`src/rtl/idu_queue_pkg.sv`:
```
// Shared definitions for the decode-side instruction queue: predecode flag
// layout, RV32I major opcodes and the exact SYSTEM encodings we recognise.
package idu_queue_pkg;

  // Predecode flag vector width and bit positions, bit 8 down to bit 0:
  // {illegal, mret, ecall, sys, store, load, jalr, jal, brch}.
  localparam int PDC_W       = 9;
  localparam int PDC_BRCH    = 0;
  localparam int PDC_JAL     = 1;
  localparam int PDC_JALR    = 2;
  localparam int PDC_LOAD    = 3;
  localparam int PDC_STORE   = 4;
  localparam int PDC_SYS     = 5;
  localparam int PDC_ECALL   = 6;
  localparam int PDC_MRET    = 7;
  localparam int PDC_ILLEGAL = 8;

  // RV32I major opcodes (instr[6:0]).
  localparam logic [6:0] OPC_BRANCH   = 7'b1100011;
  localparam logic [6:0] OPC_JAL      = 7'b1101111;
  localparam logic [6:0] OPC_JALR     = 7'b1100111;
  localparam logic [6:0] OPC_LOAD     = 7'b0000011;
  localparam logic [6:0] OPC_STORE    = 7'b0100011;
  localparam logic [6:0] TYPE_SYS     = 7'b1110011;
  localparam logic [6:0] OPC_LUI      = 7'b0110111;
  localparam logic [6:0] OPC_AUIPC    = 7'b0010111;
  localparam logic [6:0] OPC_OP_IMM   = 7'b0010011;
  localparam logic [6:0] OPC_OP       = 7'b0110011;
  localparam logic [6:0] OPC_MISC_MEM = 7'b0001111;

  // Full-word encodings of the two SYSTEM instructions flagged individually.
  localparam logic [31:0] INSTR_ECALL = 32'h0000_0073;
  localparam logic [31:0] INSTR_MRET  = 32'h3020_0073;

  // True for every major opcode the core implements; anything else is illegal.
  function automatic logic is_known_opcode(input logic [6:0] opc);
    case (opc)
      OPC_BRANCH, OPC_JAL, OPC_JALR, OPC_LOAD, OPC_STORE, TYPE_SYS,
      OPC_LUI, OPC_AUIPC, OPC_OP_IMM, OPC_OP, OPC_MISC_MEM: return 1'b1;
      default:                                               return 1'b0;
    endcase
  endfunction

endpackage

```
`src/rtl/idu_predecode.sv`:
```
// Combinational opcode-class predecoder. Classifies one instruction word so
// the flags can be stored alongside it and handed to the decoder together.
module idu_predecode
  import idu_queue_pkg::*;
(
  input  logic [31:0]      i_instr,
  output logic [PDC_W-1:0] o_pdc
);

  logic [6:0] opc;
  assign opc = i_instr[6:0];

  // Derive each class flag from the major opcode or the exact encoding.
  always_comb begin
    // NOTE: a full default before any partial assignment keeps this block
    // purely combinational; a missed bit would otherwise infer a latch.
    o_pdc                = '0;
    o_pdc[PDC_BRCH]      = (opc == OPC_BRANCH);
    o_pdc[PDC_JAL]       = (opc == OPC_JAL);
    o_pdc[PDC_JALR]      = (opc == OPC_JALR);
    o_pdc[PDC_LOAD]      = (opc == OPC_LOAD);
    o_pdc[PDC_STORE]     = (opc == OPC_STORE);
    o_pdc[PDC_SYS]       = (opc == TYPE_SYS);
    o_pdc[PDC_ECALL]     = (i_instr == INSTR_ECALL);
    o_pdc[PDC_MRET]      = (i_instr == INSTR_MRET);
    o_pdc[PDC_ILLEGAL]   = !is_known_opcode(opc);
  end

endmodule

```
`src/rtl/idu_queue.sv`:
```
// Decode-side instruction queue between IFU and decoder. Holds up to DEPTH
// {instr, pc, predecode} entries, optionally forwards straight through when
// empty, and drops everything in one cycle on a redirect flush.
module idu_queue
  import idu_queue_pkg::*;
#(
  parameter int XLEN   = 32,
  parameter int DEPTH  = 4,
  parameter int BYPASS = 1
) (
  input  logic                     i_clk,
  input  logic                     i_rst_n,
  input  logic                     i_pre_valid,
  output logic                     o_pre_ready,
  input  logic [31:0]              i_instr,
  input  logic [XLEN-1:0]          i_pc,
  input  logic                     i_flush,
  output logic                     o_post_valid,
  input  logic                     i_post_ready,
  output logic [31:0]              o_instr,
  output logic [XLEN-1:0]          o_pc,
  output logic [PDC_W-1:0]         o_pdc,
  output logic [$clog2(DEPTH):0]   o_count
);

  localparam int AW  = $clog2(DEPTH);
  localparam int PW  = AW + 1;
  localparam bit BYP = (BYPASS != 0);

  // Pointers carry one extra wrap bit so full and empty are distinguishable.
  logic [PW-1:0]    wr_ptr_q, wr_ptr_d;
  logic [PW-1:0]    rd_ptr_q, rd_ptr_d;

  logic [31:0]      mem_instr_q [DEPTH];
  logic [XLEN-1:0]  mem_pc_q    [DEPTH];
  logic [PDC_W-1:0] mem_pdc_q   [DEPTH];

  logic [PDC_W-1:0] in_pdc;
  logic [AW-1:0]    wr_idx, rd_idx;
  logic             empty, full;
  logic             bypass_taken, push, pop;

  idu_predecode u_predecode (
    .i_instr (i_instr),
    .o_pdc   (in_pdc)
  );

  // Occupancy flags and the handshake decisions for this cycle.
  always_comb begin
    wr_idx       = wr_ptr_q[AW-1:0];
    rd_idx       = rd_ptr_q[AW-1:0];
    empty        = (wr_ptr_q == rd_ptr_q);
    full         = (wr_ptr_q[AW] != rd_ptr_q[AW]) && (wr_idx == rd_idx);
    // An empty queue with a ready consumer hands the input straight over.
    bypass_taken = BYP && empty && i_pre_valid && i_post_ready && !i_flush;
    // Ready depends on occupancy alone, never on i_post_ready.
    o_pre_ready  = !full;
    if (BYP && empty) begin
      o_post_valid = i_pre_valid && !i_flush;
    end else begin
      o_post_valid = !empty && !i_flush;
    end
    push         = i_pre_valid && o_pre_ready && !i_flush && !bypass_taken;
    pop          = o_post_valid && i_post_ready && !bypass_taken;
    o_count      = wr_ptr_q - rd_ptr_q;
  end

  // Next-pointer computation; flush returns both pointers to zero.
  always_comb begin
    wr_ptr_d = wr_ptr_q + PW'(push);
    rd_ptr_d = rd_ptr_q + PW'(pop);
    if (i_flush) begin
      wr_ptr_d = '0;
      rd_ptr_d = '0;
    end
  end

  // Pointer registers.
  always_ff @(posedge i_clk or negedge i_rst_n) begin
    // NOTE: sequential state is updated only with non-blocking assignments so
    // every flop samples pre-edge values regardless of statement order.
    if (!i_rst_n) begin
      wr_ptr_q <= '0;
      rd_ptr_q <= '0;
    end else begin
      wr_ptr_q <= wr_ptr_d;
      rd_ptr_q <= rd_ptr_d;
    end
  end

  // Entry storage: write the incoming pair and its predecode on push.
  always_ff @(posedge i_clk or negedge i_rst_n) begin
    // NOTE: the entry array is reset on purpose so the head outputs read as
    // zero out of reset; it is small enough to live in plain flops.
    if (!i_rst_n) begin
      for (int i = 0; i < DEPTH; i++) begin
        mem_instr_q[i] <= '0;
        mem_pc_q[i]    <= '0;
        mem_pdc_q[i]   <= '0;
      end
    end else if (push) begin
      mem_instr_q[wr_idx] <= i_instr;
      mem_pc_q[wr_idx]    <= i_pc;
      mem_pdc_q[wr_idx]   <= in_pdc;
    end
  end

  // Head payload: input path while bypassing an empty queue, else the entry.
  always_comb begin
    if (BYP && empty) begin
      o_instr = i_instr;
      o_pc    = i_pc;
      o_pdc   = in_pdc;
    end else begin
      o_instr = mem_instr_q[rd_idx];
      o_pc    = mem_pc_q[rd_idx];
      o_pdc   = mem_pdc_q[rd_idx];
    end
  end

endmodule

```
`config.mk`:
```
export PLATFORM = sky130hd
export DESIGN_NAME = idu_queue
export DESIGN_NICKNAME = d
export VERILOG_FILES = /design/src/rtl/idu_queue_pkg.sv /design/src/rtl/idu_predecode.sv /design/src/rtl/idu_queue.sv
export SDC_FILE = /design/constraint.sdc
export NUM_CORES = 1
export LEC_CHECK = 0
export CORE_MARGIN = 2
export CORE_UTILIZATION = 35
export DETAILED_ROUTE_END_ITERATION = 6
export DONT_BUFFER_PORTS = 1
export SLEW_MARGIN = 25
export SYNTH_ARGS = -nofsm -noshare
export SYNTH_HDL_FRONTEND = slang
export SYNTH_HIERARCHICAL = 1
export SYNTH_SLANG_ARGS = --single-unit
```
`constraint.sdc`:
```
create_clock -name i_clk -period 3.75 [get_ports i_clk]
set_input_delay 0.75 -clock i_clk [delete_from_list [all_inputs] [get_ports i_clk]]
set_output_delay 0.75 -clock i_clk [all_outputs]
set_load 0.01 [all_outputs]
```
==> results of run 1 <==
## through the flow
| stage | utilization | hold WS [ns] | total power (uW) | setup slack [ns] |
|---|---|---|---|---|
| 4_1_cts | 0.381 | -0.0891 | 10400 | 0.251 |
| 5_1_grt | 0.381 | -0.0891 | 10900 | 0.138 |
| 3_3_place_gp | 0.357 | 0.466 | 6880 | 0.380 |
| 6_report | 0.381 | -0.0692 | 10400 | 0.285 |
| 2_1_floorplan | - | 0.454 | 6380 | 0.778 |
| 3_5_place_dp | 0.357 | 0.468 | 6970 | 0.384 |
## cell usage in the layout, fill, tap and decap left out, types with 2 or more instances in the layout
| cell | Yosys | routed |
|---|---|---|
| sky130_fd_sc_hd__mux4_2 | 73 | 73 |
| sky130_fd_sc_hd__buf_12 | 5 | 8 |
| sky130_fd_sc_hd__buf_4 | 1 | 27 |
| sky130_fd_sc_hd__o31ai_1 | 292 | 292 |
| sky130_fd_sc_hd__mux2_2 | 14 | 14 |
| sky130_fd_sc_hd__nor2_1 | 9 | 8 |
| sky130_fd_sc_hd__nand3_1 | 3 | 3 |
| sky130_fd_sc_hd__xnor2_1 | 4 | 4 |
| sky130_fd_sc_hd__clkinvlp_4 | 0 | 2 |
| sky130_fd_sc_hd__nor3b_1 | 3 | 3 |
| sky130_fd_sc_hd__inv_1 | 8 | 8 |
| sky130_fd_sc_hd__nor3_1 | 5 | 5 |
| sky130_fd_sc_hd__clkinv_2 | 0 | 4 |
| sky130_fd_sc_hd__nor4_1 | 5 | 5 |
| sky130_fd_sc_hd__nor4_4 | 4 | 4 |
| sky130_fd_sc_hd__or4_1 | 2 | 2 |
| sky130_fd_sc_hd__ha_1 | 6 | 6 |
| sky130_fd_sc_hd__clkbuf_1 | 137 | 11 |
| sky130_fd_sc_hd__nand2_1 | 297 | 296 |
| sky130_fd_sc_hd__clkbuf_16 | 0 | 37 |
| sky130_fd_sc_hd__nand2b_4 | 0 | 3 |
| sky130_fd_sc_hd__nor2_4 | 0 | 2 |
| sky130_fd_sc_hd__nor2b_1 | 7 | 5 |
| sky130_fd_sc_hd__nand4_1 | 2 | 2 |
| sky130_fd_sc_hd__dfrtp_1 | 298 | 296 |
| sky130_fd_sc_hd__and2_4 | 0 | 2 |
| sky130_fd_sc_hd__dfrtp_4 | 0 | 2 |
| sky130_fd_sc_hd__clkbuf_8 | 0 | 7 |
| sky130_fd_sc_hd__mux2_4 | 59 | 59 |
| sky130_fd_sc_hd__o22ai_1 | 293 | 293 |
| sky130_fd_sc_hd__nor2b_4 | 0 | 2 |
## cell type report
type                       instances  area [sq um]
sequential                       298          7460
timing repair buffer              37           402
fill                            4643         29600
tap                              615           769
clock inverter                     7          65.1
inverter                           8          30.0
multi-input combinational       1092          8440
clock buffer                      55          1060
## final timing paths
| kind | from | endpoint | cells past startpoint |
|---|---|---|---|
| hold reg to reg | mem_instr_q[81]$_DFFE_PN0P_ | mem_instr_q[81]$_DFFE_PN0P_ | 2 |
| min in group i_clk | i_flush | rd_ptr_q[0]$_DFF_PN0_ | 1 |
| setup / recovery | wr_ptr_q[0]$_DFF_PN0_ | o_instr[2] | 6 |
| max in group asynchronous | i_rst_n | mem_instr_q[113]$_DFFE_PN0P_ | 0 |
| hold / removal | i_rst_n | mem_pc_q[103]$_DFFE_PN0P_ | 0 |
| setup reg to reg | wr_ptr_q[0]$_DFF_PN0_ | mem_instr_q[39]$_DFFE_PN0P_ | 6 |
## power by group through the flow
stage                     Combinational [uW]  Clock [uW]  Sequential, uW
final                                   2640        3440            4310
after global routing                    2860        3620            4390
after CTS                               2640        3490            4300
after detailed placement                2630           0            4340
after global placement                  2570           0            4310
after floorplan                         2170           0            4210
## worst max-delay path, cell delays in order, from the launching register on
cell and delay (ns):
sky130_fd_sc_hd__dfrtp_1 0.66, sky130_fd_sc_hd__inv_1 0.09, sky130_fd_sc_hd__ha_1 0.33, sky130_fd_sc_hd__nand2_1 0.11, sky130_fd_sc_hd__nor2_4 0.13, sky130_fd_sc_hd__buf_12 0.31
sky130_fd_sc_hd__mux2_2 0.46
## registers in the layout (all words and copies together), names as in the netlist
signal       cells
wr_ptr_q         3
mem_instr_q    128
mem_pc_q       128
mem_pdc_q       36
rd_ptr_q         3
## metal layers
| layer | vias up | global-route usage | part of all wire |
|---|---|---|---|
| met4 | 0 | 0.0790 | 0.030 |
| met5 | - | 0 | 0 |
| met1 | 7107 | 0.298 | 0.41 |
| met2 | 718 | 0.364 | 0.48 |
| met3 | 123 | 0.0341 | 0.074 |
| li1 | 5921 | - | - |
## kinds of logic after synthesis
logic type	after synthesis	share of synthesized area
AND/OR/NAND/NOR	346	0.0861
XOR/XNOR	5	0.00369
flip-flops	298	0.439
adder cells (fa/ha/maj)	7	0.00560
multiplexers	146	0.158
buffers and inverters	225	0.0678
AO/OA/AOI/OAI	588	0.239
## timing repair
action / CTS / global route
hold endpoints to repair: 298 / 298
resized for setup: 0 / 0
buffers inserted: 0 / 0
==> flow_summary.html, run 1 <==
<table>
<tr><th>Metric</th><th>Value</th></tr>
<tr><th colspan="2">Setup path</th></tr>
<tr><td>Worst R2R Setup Slack</td><td>0.90 ns</td></tr>
<tr><td>Worst path arrival time</td><td>2.72 ns</td></tr>
<tr><td>Worst-path maximum fanout</td><td>50</td></tr>
<tr><td>Worst path required time</td><td>3.00 ns</td></tr>
<tr><td>Kind of start point of the critical path</td><td>flop</td></tr>
<tr><td>Critical path capture point type</td><td>output port</td></tr>
<tr><td>Worst Setup Path Type</td><td>flop to output port</td></tr>
<tr><th colspan="2">Detailed routing</th></tr>
<tr><td>Pre-antenna DRT Iters</td><td>6</td></tr>
<tr><td>Post-detailed-route via-to-cell ratio</td><td>6.57</td></tr>
<tr><td>Drt initial violations</td><td>1,795</td></tr>
<tr><td>Vias post-DR</td><td>13,900</td></tr>
<tr><td>Remaining number of nets flagged by the antenna check after routing</td><td>0</td></tr>
<tr><td>Final routed wire length divided by cell count</td><td>26.8 um</td></tr>
<tr><td>Count of unresolved DRC violations after routing</td><td>0</td></tr>
<tr><td>Post-detailed-routing wire length</td><td>56.6 mm</td></tr>
<tr><th colspan="2">Status</th></tr>
<tr><td>Violated checks</td><td>hold timing</td></tr>
<tr><td>Result of the run</td><td>finished with violations</td></tr>
<tr><th colspan="2">Flow run</th></tr>
<tr><td>Max-cap violations</td><td>0</td></tr>
<tr><th colspan="2">Global routing</th></tr>
<tr><td>Overall fraction of global-route tracks in use</td><td>0.222</td></tr>
<tr><td>Maximum number of pins on one net before global-route repair</td><td>299</td></tr>
<tr><td>Sum of overflow across all layers after global routing</td><td>0</td></tr>
<tr><td>Number of global-route vias before repair</td><td>14,300</td></tr>
<tr><td>First-pass GRT wire length</td><td>87.7 mm</td></tr>
<tr><td>Number of antenna violations at the first check in global routing</td><td>0</td></tr>
<tr><th colspan="2">Synth</th></tr>
<tr><td>Sequential-to-total area share from yosys stat</td><td>0.439</td></tr>
<tr><td>Synthesis-stage register bit count</td><td>298</td></tr>
<tr><td>Synth area leader</td><td>sky130_fd_sc_hd__dfrtp_1</td></tr>
<tr><td>Syn Inst Count</td><td>1,615</td></tr>
<tr><td>Top area cells in the synthesized netlist</td><td>sky130_fd_sc_hd__dfrtp_1 44%, sky130_fd_sc_hd__o31ai_1 13%, sky130_fd_sc_hd__o22ai_1 11%</td></tr>
<tr><td>Count of cell types in the netlist</td><td>37</td></tr>
<tr><td>Proportion of register bits with asynchronous set or reset after synthesis</td><td>1.00</td></tr>
<tr><td>Area share of the largest cell type after synthesis</td><td>0.439</td></tr>
<tr><td>Top-count cell post-synth</td><td>sky130_fd_sc_hd__dfrtp_1</td></tr>
<tr><td>Synthesized area per cell</td><td>10.5 sq um</td></tr>
<tr><td>EDFF count, synth</td><td>0</td></tr>
<tr><td>Synth warnings</td><td>6</td></tr>
<tr><td>Nets in the synthesized netlist</td><td>1,691</td></tr>
<tr><td>Commonest register cell after synthesis</td><td>sky130_fd_sc_hd__dfrtp_1</td></tr>
<tr><td>Netlist area before placement</td><td>0.0170 sq mm</td></tr>
<tr><td>Synth top cells by count</td><td>298 x sky130_fd_sc_hd__dfrtp_1, 297 x sky130_fd_sc_hd__nand2_1, 293 x sky130_fd_sc_hd__o22ai_1, 292 x sky130_fd_sc_hd__o31ai_1, 137 x sky130_fd_sc_hd__clkbuf_1</td></tr>
<tr><th colspan="2">Layout</th></tr>
<tr><td>Share of post-route cells with drive strength above 1</td><td>0.170</td></tr>
<tr><td>Layout Nets</td><td>1,549</td></tr>
<tr><td>Final cell count without fillers</td><td>2,112</td></tr>
<tr><td>Diode count</td><td>0</td></tr>
<tr><td>Area delta synth-&gt;final</td><td>7.44%</td></tr>
<tr><td>Total non-filler cell area in the finished layout</td><td>0.0182 sq mm</td></tr>
<tr><th colspan="2">Power and ir drop</th></tr>
<tr><td>Switching pwr</td><td>3260 uW</td></tr>
<tr><td>Relative contribution of combinational cells to total power</td><td>0.254</td></tr>
<tr><td>Maximum vdd drop</td><td>0.000278 V</td></tr>
<tr><td>Fraction of power consumed by the clock network</td><td>0.331</td></tr>
<tr><td>Share of total power consumed by net switching</td><td>0.314</td></tr>
<tr><td>Sequential Power Share</td><td>0.414</td></tr>
<tr><td>Internal Dissipation</td><td>7130 uW</td></tr>
<tr><td>Leak pwr</td><td>0.00700 uW</td></tr>
<tr><td>Pwr dens</td><td>570 mW/mm^2</td></tr>
<tr><th colspan="2">Clocking</th></tr>
<tr><td>Number of H-tree levels</td><td>2</td></tr>
<tr><td>Clock tree from TritonCTS</td><td>built</td></tr>
<tr><td>Clock-pin slew on the worst setup and hold paths</td><td>0.06 ns</td></tr>
<tr><td>Number of buffers between clock root and the deepest sink</td><td>3</td></tr>
<tr><td>Library cell used as clock root buffer</td><td>sky130_fd_sc_hd__clkbuf_16</td></tr>
<tr><td>Clk sinks</td><td>298</td></tr>
<tr><td>Source-to-sink clock delay at the later pin of the worst-skew pair</td><td>0.54 ns</td></tr>
<tr><td>Inserted Clock Buffers</td><td>36</td></tr>
<tr><th colspan="2">Timing</th></tr>
<tr><td>Period utilization</td><td>0.924</td></tr>
<tr><td>Worst hold slack</td><td>-0.0692 ns</td></tr>
<tr><td>Min Clock Period, post-route</td><td>3.47 ns</td></tr>
<tr><td>Upper clock frequency limit</td><td>289 MHz</td></tr>
<tr><td>Normalized max-slew margin</td><td>0.319</td></tr>
<tr><td>Final Hold Vio Count</td><td>82</td></tr>
<tr><td>Setup-failing EPs final</td><td>0</td></tr>
<tr><td>Slew of the pin with the lowest slew margin</td><td>1.02 ns</td></tr>
<tr><td>Final Skew</td><td>0.0124 ns</td></tr>
<tr><td>Number of pins with negative max-slew slack in the final report</td><td>0</td></tr>
<tr><td>Sum of negative setup slack</td><td>0 ns</td></tr>
<tr><td>Unrepaired setup endpoints after global routing</td><td>false</td></tr>
<tr><th colspan="2">Hold path</th></tr>
<tr><td>Worst Hold Class</td><td>primary input to async pin</td></tr>
<tr><th colspan="2">Placed design</th></tr>
<tr><td>Number of buffers added on ports</td><td>0</td></tr>
<tr><td>Instance count after placement with tap cells included</td><td>2,050</td></tr>
<tr><td>HPWL reported at the end of detailed placement</td><td>28.1 mm</td></tr>
<tr><td>Area post-placement</td><td>0.0171 sq mm</td></tr>
<tr><td>GP Congestion</td><td>0.749</td></tr>
<tr><th colspan="2">Die</th></tr>
<tr><td>Overall die height</td><td>224 um</td></tr>
<tr><td>Width of the die</td><td>224 um</td></tr>
<tr><td>Total Die Area</td><td>0.0503 sq mm</td></tr>
<tr><td>IO Pins</td><td>147</td></tr>
<tr><td>Initial Utilization</td><td>0.355</td></tr>
<tr><td>Core region area</td><td>0.0478 sq mm</td></tr>
<tr><td>Standard-cell row count</td><td>80</td></tr>
</table>
No activity file was read; power rests on OpenSTA's default activity.
==> run 2: changes to the inputs <==
- PLACE_DENSITY_LB_ADDON: default -> 0.2
==> run 2 against run 1 <==
  * The run still ends with hold timing left
  * Global-route usage is 0.99 points higher
  * Core utilization is 0.36 points higher
  * Sequential share of layout area is 0.38 points lower
  * Register-to-register slack better by 0.22 ns
  * Clock-buffer cell count is 5 lower
  * Clock power is 5% higher
  * Combinational power is 2% higher
  * Via count is 0.25% lower
  * Setup slack worse by 0.073 ns
  * Critical path type unchanged
  * Critical endpoint unchanged
==> flow_summary.html, run 2 (synthesis gave the netlist of run 1 again) <==
<table>
<tr><th>Metric</th><th>Value</th></tr>
<tr><th colspan="2">Status</th></tr>
<tr><td>Result of the run</td><td>finished with violations</td></tr>
<tr><td>Violated checks</td><td>hold timing</td></tr>
<tr><th colspan="2">Clocking</th></tr>
<tr><td>Number of buffers between clock root and the deepest sink</td><td>3 (unchanged)</td></tr>
<tr><td>Clock-pin slew on the worst setup and hold paths</td><td>0.06 ns (about the same)</td></tr>
<tr><td>Post-CTS setup-driven buffer insertion count</td><td>0 (unchanged)</td></tr>
<tr><td>Inserted Clock Buffers</td><td>36 (unchanged)</td></tr>
<tr><td>Source-to-sink clock delay at the later pin of the worst-skew pair</td><td>0.54 ns (about the same)</td></tr>
<tr><td>Post-CTS sizing</td><td>0 (unchanged)</td></tr>
<tr><td>Library cell used as clock root buffer</td><td>sky130_fd_sc_hd__clkbuf_16</td></tr>
<tr><td>Number of H-tree levels</td><td>2 (unchanged)</td></tr>
<tr><td>Clk sinks</td><td>298 (unchanged)</td></tr>
<tr><td>Clock tree from TritonCTS</td><td>built</td></tr>
<tr><th colspan="2">Detailed routing</th></tr>
<tr><td>Drt initial violations</td><td>1,616 (-10%)</td></tr>
<tr><td>Post-detailed-route via-to-cell ratio</td><td>6.54 (-0.44%)</td></tr>
<tr><td>Pre-antenna DRT Iters</td><td>5 (-1)</td></tr>
<tr><td>Remaining number of nets flagged by the antenna check after routing</td><td>0 (unchanged)</td></tr>
<tr><td>Vias post-DR</td><td>13,800 (-0.25%)</td></tr>
<tr><td>Count of unresolved DRC violations after routing</td><td>0 (unchanged)</td></tr>
<tr><td>Post-detailed-routing wire length</td><td>59.1 mm (+4.4%)</td></tr>
<tr><td>Final routed wire length divided by cell count</td><td>27.9 um (+4.2%)</td></tr>
<tr><th colspan="2">Power and ir drop</th></tr>
<tr><td>Leak pwr</td><td>0.00709 uW (+1.3%)</td></tr>
<tr><td>Pwr dens</td><td>576 mW/mm^2 (+0.97%)</td></tr>
<tr><td>Maximum vdd drop</td><td>0.000290 V (+4.4%)</td></tr>
<tr><th colspan="2">Setup path</th></tr>
<tr><td>Worst Setup Path Type</td><td>flop to output port</td></tr>
<tr><td>Kind of start point of the critical path</td><td>flop</td></tr>
<tr><td>Worst R2R Setup Slack</td><td>1.12 ns (+0.22 ns)</td></tr>
<tr><td>Capture instance of the worst register-to-register path</td><td>rd_ptr_q[2]$_DFF_PN0_</td></tr>
<tr><td>Critical path capture point type</td><td>output port</td></tr>
<tr><td>Launch point of the worst reg-to-reg path</td><td>wr_ptr_q[0]$_DFF_PN0_</td></tr>
<tr><td>Worst path bufs/invs</td><td>2 (unchanged)</td></tr>
<tr><td>Cell count of the worst reg-to-reg path</td><td>10 (+4)</td></tr>
<tr><td>Gate family responsible for the most delay along the worst path</td><td>flip-flops</td></tr>
<tr><td>Slowest CP cell</td><td>sky130_fd_sc_hd__dfrtp_1</td></tr>
<tr><td>Worst path arrival time</td><td>2.79 ns (+0.07 ns)</td></tr>
<tr><td>Cell-by-cell listing of the critical path</td><td>inv_1, ha_1, nand2_1, nor2_4, buf_4, mux2_2</td></tr>
<tr><td>Maximum cell stage delay along the critical path</td><td>0.67 ns (about the same)</td></tr>
<tr><td>Worst path required time</td><td>3.00 ns (about the same)</td></tr>
<tr><td>Worst-path maximum fanout</td><td>23 (-54%)</td></tr>
<tr><th colspan="2">Placed design</th></tr>
<tr><td>Area post-placement</td><td>0.0172 sq mm (+0.60%)</td></tr>
<tr><td>Number of buffers added on ports</td><td>0 (unchanged)</td></tr>
<tr><td>HPWL reported at the end of detailed placement</td><td>28.6 mm (+1.6%)</td></tr>
<tr><td>GP Congestion</td><td>0.719 (-4.0%)</td></tr>
<tr><th colspan="2">Die</th></tr>
<tr><td>IO Pins</td><td>147 (unchanged)</td></tr>
<tr><td>Initial Utilization</td><td>0.355 (unchanged)</td></tr>
<tr><td>Core region area</td><td>0.0478 sq mm (unchanged)</td></tr>
<tr><td>Standard-cell row count</td><td>80 (unchanged)</td></tr>
<tr><td>Overall die height</td><td>224 um (unchanged)</td></tr>
<tr><td>Total Die Area</td><td>0.0503 sq mm (unchanged)</td></tr>
<tr><td>Width of the die</td><td>224 um (unchanged)</td></tr>
<tr><th colspan="2">Layout</th></tr>
<tr><td>Top library cells by usage in the layout, fill and taps aside</td><td>296 x sky130_fd_sc_hd__nand2_1, 296 x sky130_fd_sc_hd__dfrtp_1, 293 x sky130_fd_sc_hd__o22ai_1</td></tr>
<tr><td>Biggest regs</td><td>mem_instr_q (128), mem_pc_q (128), mem_pdc_q (36)</td></tr>
<tr><td>Layout Nets</td><td>1,552 (+0.19%)</td></tr>
<tr><td>Area delta synth-&gt;final</td><td>8.46%</td></tr>
<tr><td>Total non-filler cell area in the finished layout</td><td>0.0184 sq mm (+0.95%)</td></tr>
<tr><td>Diode count</td><td>0 (unchanged)</td></tr>
<tr><td>Share of post-route cells with drive strength above 1</td><td>0.176 (+0.00621)</td></tr>
<tr><th colspan="2">Timing</th></tr>
<tr><td>Sum of negative setup slack</td><td>0 ns (unchanged)</td></tr>
<tr><td>Unrepaired setup endpoints after global routing</td><td>false</td></tr>
<tr><td>Upper clock frequency limit</td><td>283 MHz (-2.1%)</td></tr>
<tr><td>Worst hold slack</td><td>-0.0752 ns (-0.00599 ns)</td></tr>
<tr><td>Number of pins with negative max-slew slack in the final report</td><td>0 (unchanged)</td></tr>
<tr><td>Period utilization</td><td>0.944 (+0.0195)</td></tr>
<tr><td>Setup-failing EPs final</td><td>0 (unchanged)</td></tr>
<tr><td>Slew of the pin with the lowest slew margin</td><td>1.23 ns (+0.212 ns)</td></tr>
<tr><td>Final Hold Vio Count</td><td>49 (-40%)</td></tr>
<tr><td>Normalized max-slew margin</td><td>0.177 (-0.141)</td></tr>
<tr><td>Final Skew</td><td>0.0179 ns (+0.00544 ns)</td></tr>
<tr><td>Min Clock Period, post-route</td><td>3.54 ns (+0.0730 ns)</td></tr>
<tr><th colspan="2">Global routing</th></tr>
<tr><td>Overall fraction of global-route tracks in use</td><td>0.232 (+0.00986)</td></tr>
<tr><td>Maximum number of pins on one net before global-route repair</td><td>299 (unchanged)</td></tr>
<tr><td>Global routing usage on met2</td><td>0.381 (+0.0166)</td></tr>
<tr><td>Sum of overflow across all layers after global routing</td><td>0 (unchanged)</td></tr>
<tr><td>GR met3 Demand/Resource</td><td>0.0422 (+0.00813)</td></tr>
<tr><td>Number of global-route vias before repair</td><td>14,000 (-1.9%)</td></tr>
<tr><td>GRT busiest layer</td><td>met2</td></tr>
<tr><td>Met1 track demand over resource in global routing</td><td>0.317 (+0.0188)</td></tr>
<tr><td>Number of antenna violations at the first check in global routing</td><td>0 (unchanged)</td></tr>
<tr><td>First-pass GRT wire length</td><td>90.6 mm (+3.3%)</td></tr>
<tr><th colspan="2">Flow run</th></tr>
<tr><td>Max-cap violations</td><td>0 (unchanged)</td></tr>
<tr><th colspan="2">Hold path</th></tr>
<tr><td>Worst Hold Class</td><td>primary input to async pin</td></tr>
</table>
[run 2: final cells by class]
cell class                 count  area (sq um)
clock buffer                  50          1050
clock inverter                13           148
fill                        4672         29400
inverter                       8          30.0
multi-input combinational   1092          8440
sequential                   298          7460
tap                          615           769
timing repair buffer          40           500
[run 2: stage by stage]
stage / worst slack (ns) / hold WS [ns] / total power [uW] / util / std cells
2_1_floorplan: 0.778 / 0.454 / 6380 / - / 1615
3_3_place_gp: 0.420 / 0.472 / 6960 / 0.359 / 2053
3_5_place_dp: 0.513 / 0.473 / 7020 / 0.359 / 2053
4_1_cts: 0.182 / -0.104 / 10700 / 0.385 / 2116
5_1_grt: 0.102 / -0.0990 / 11100 / 0.385 / 2116
6_report: 0.212 / -0.0752 / 10600 / 0.385 / 2116
[run 2: per-layer routing]
layer / share of wire / up-vias / wire [um]
li1: - / 5951 / -
met1: 0.42 / 7213 / 24900
met2: 0.49 / 593 / 29100
met3: 0.068 / 77 / 4020
met4: 0.019 / 0 / 1110
met5: 0 / - / 0
[run 2: worst max-delay path by stage]
stage	start	depth (start not counted)	end	slack, ns
after CTS	wr_ptr_q[0]$_DFF_PN0_	6	o_instr[2]	0.18
after global routing	wr_ptr_q[0]$_DFF_PN0_	6	o_instr[2]	0.10
after global placement	i_instr[17]	6	o_pdc[6]	0.42
after detailed placement	i_instr[17]	6	o_pdc[6]	0.51
final	wr_ptr_q[0]$_DFF_PN0_	6	o_instr[2]	0.21
after floorplan	rd_ptr_q[1]$_DFF_PN0_	9	o_pc[22]	0.78
[run 2: power by group]
part	total, uW	leakage, uW	internal [uW]	switching, uW
combinational	2690	0.00252	1220	1470
sequential	4300	0.00397	3920	382
clock	3610	0.000602	2170	1440
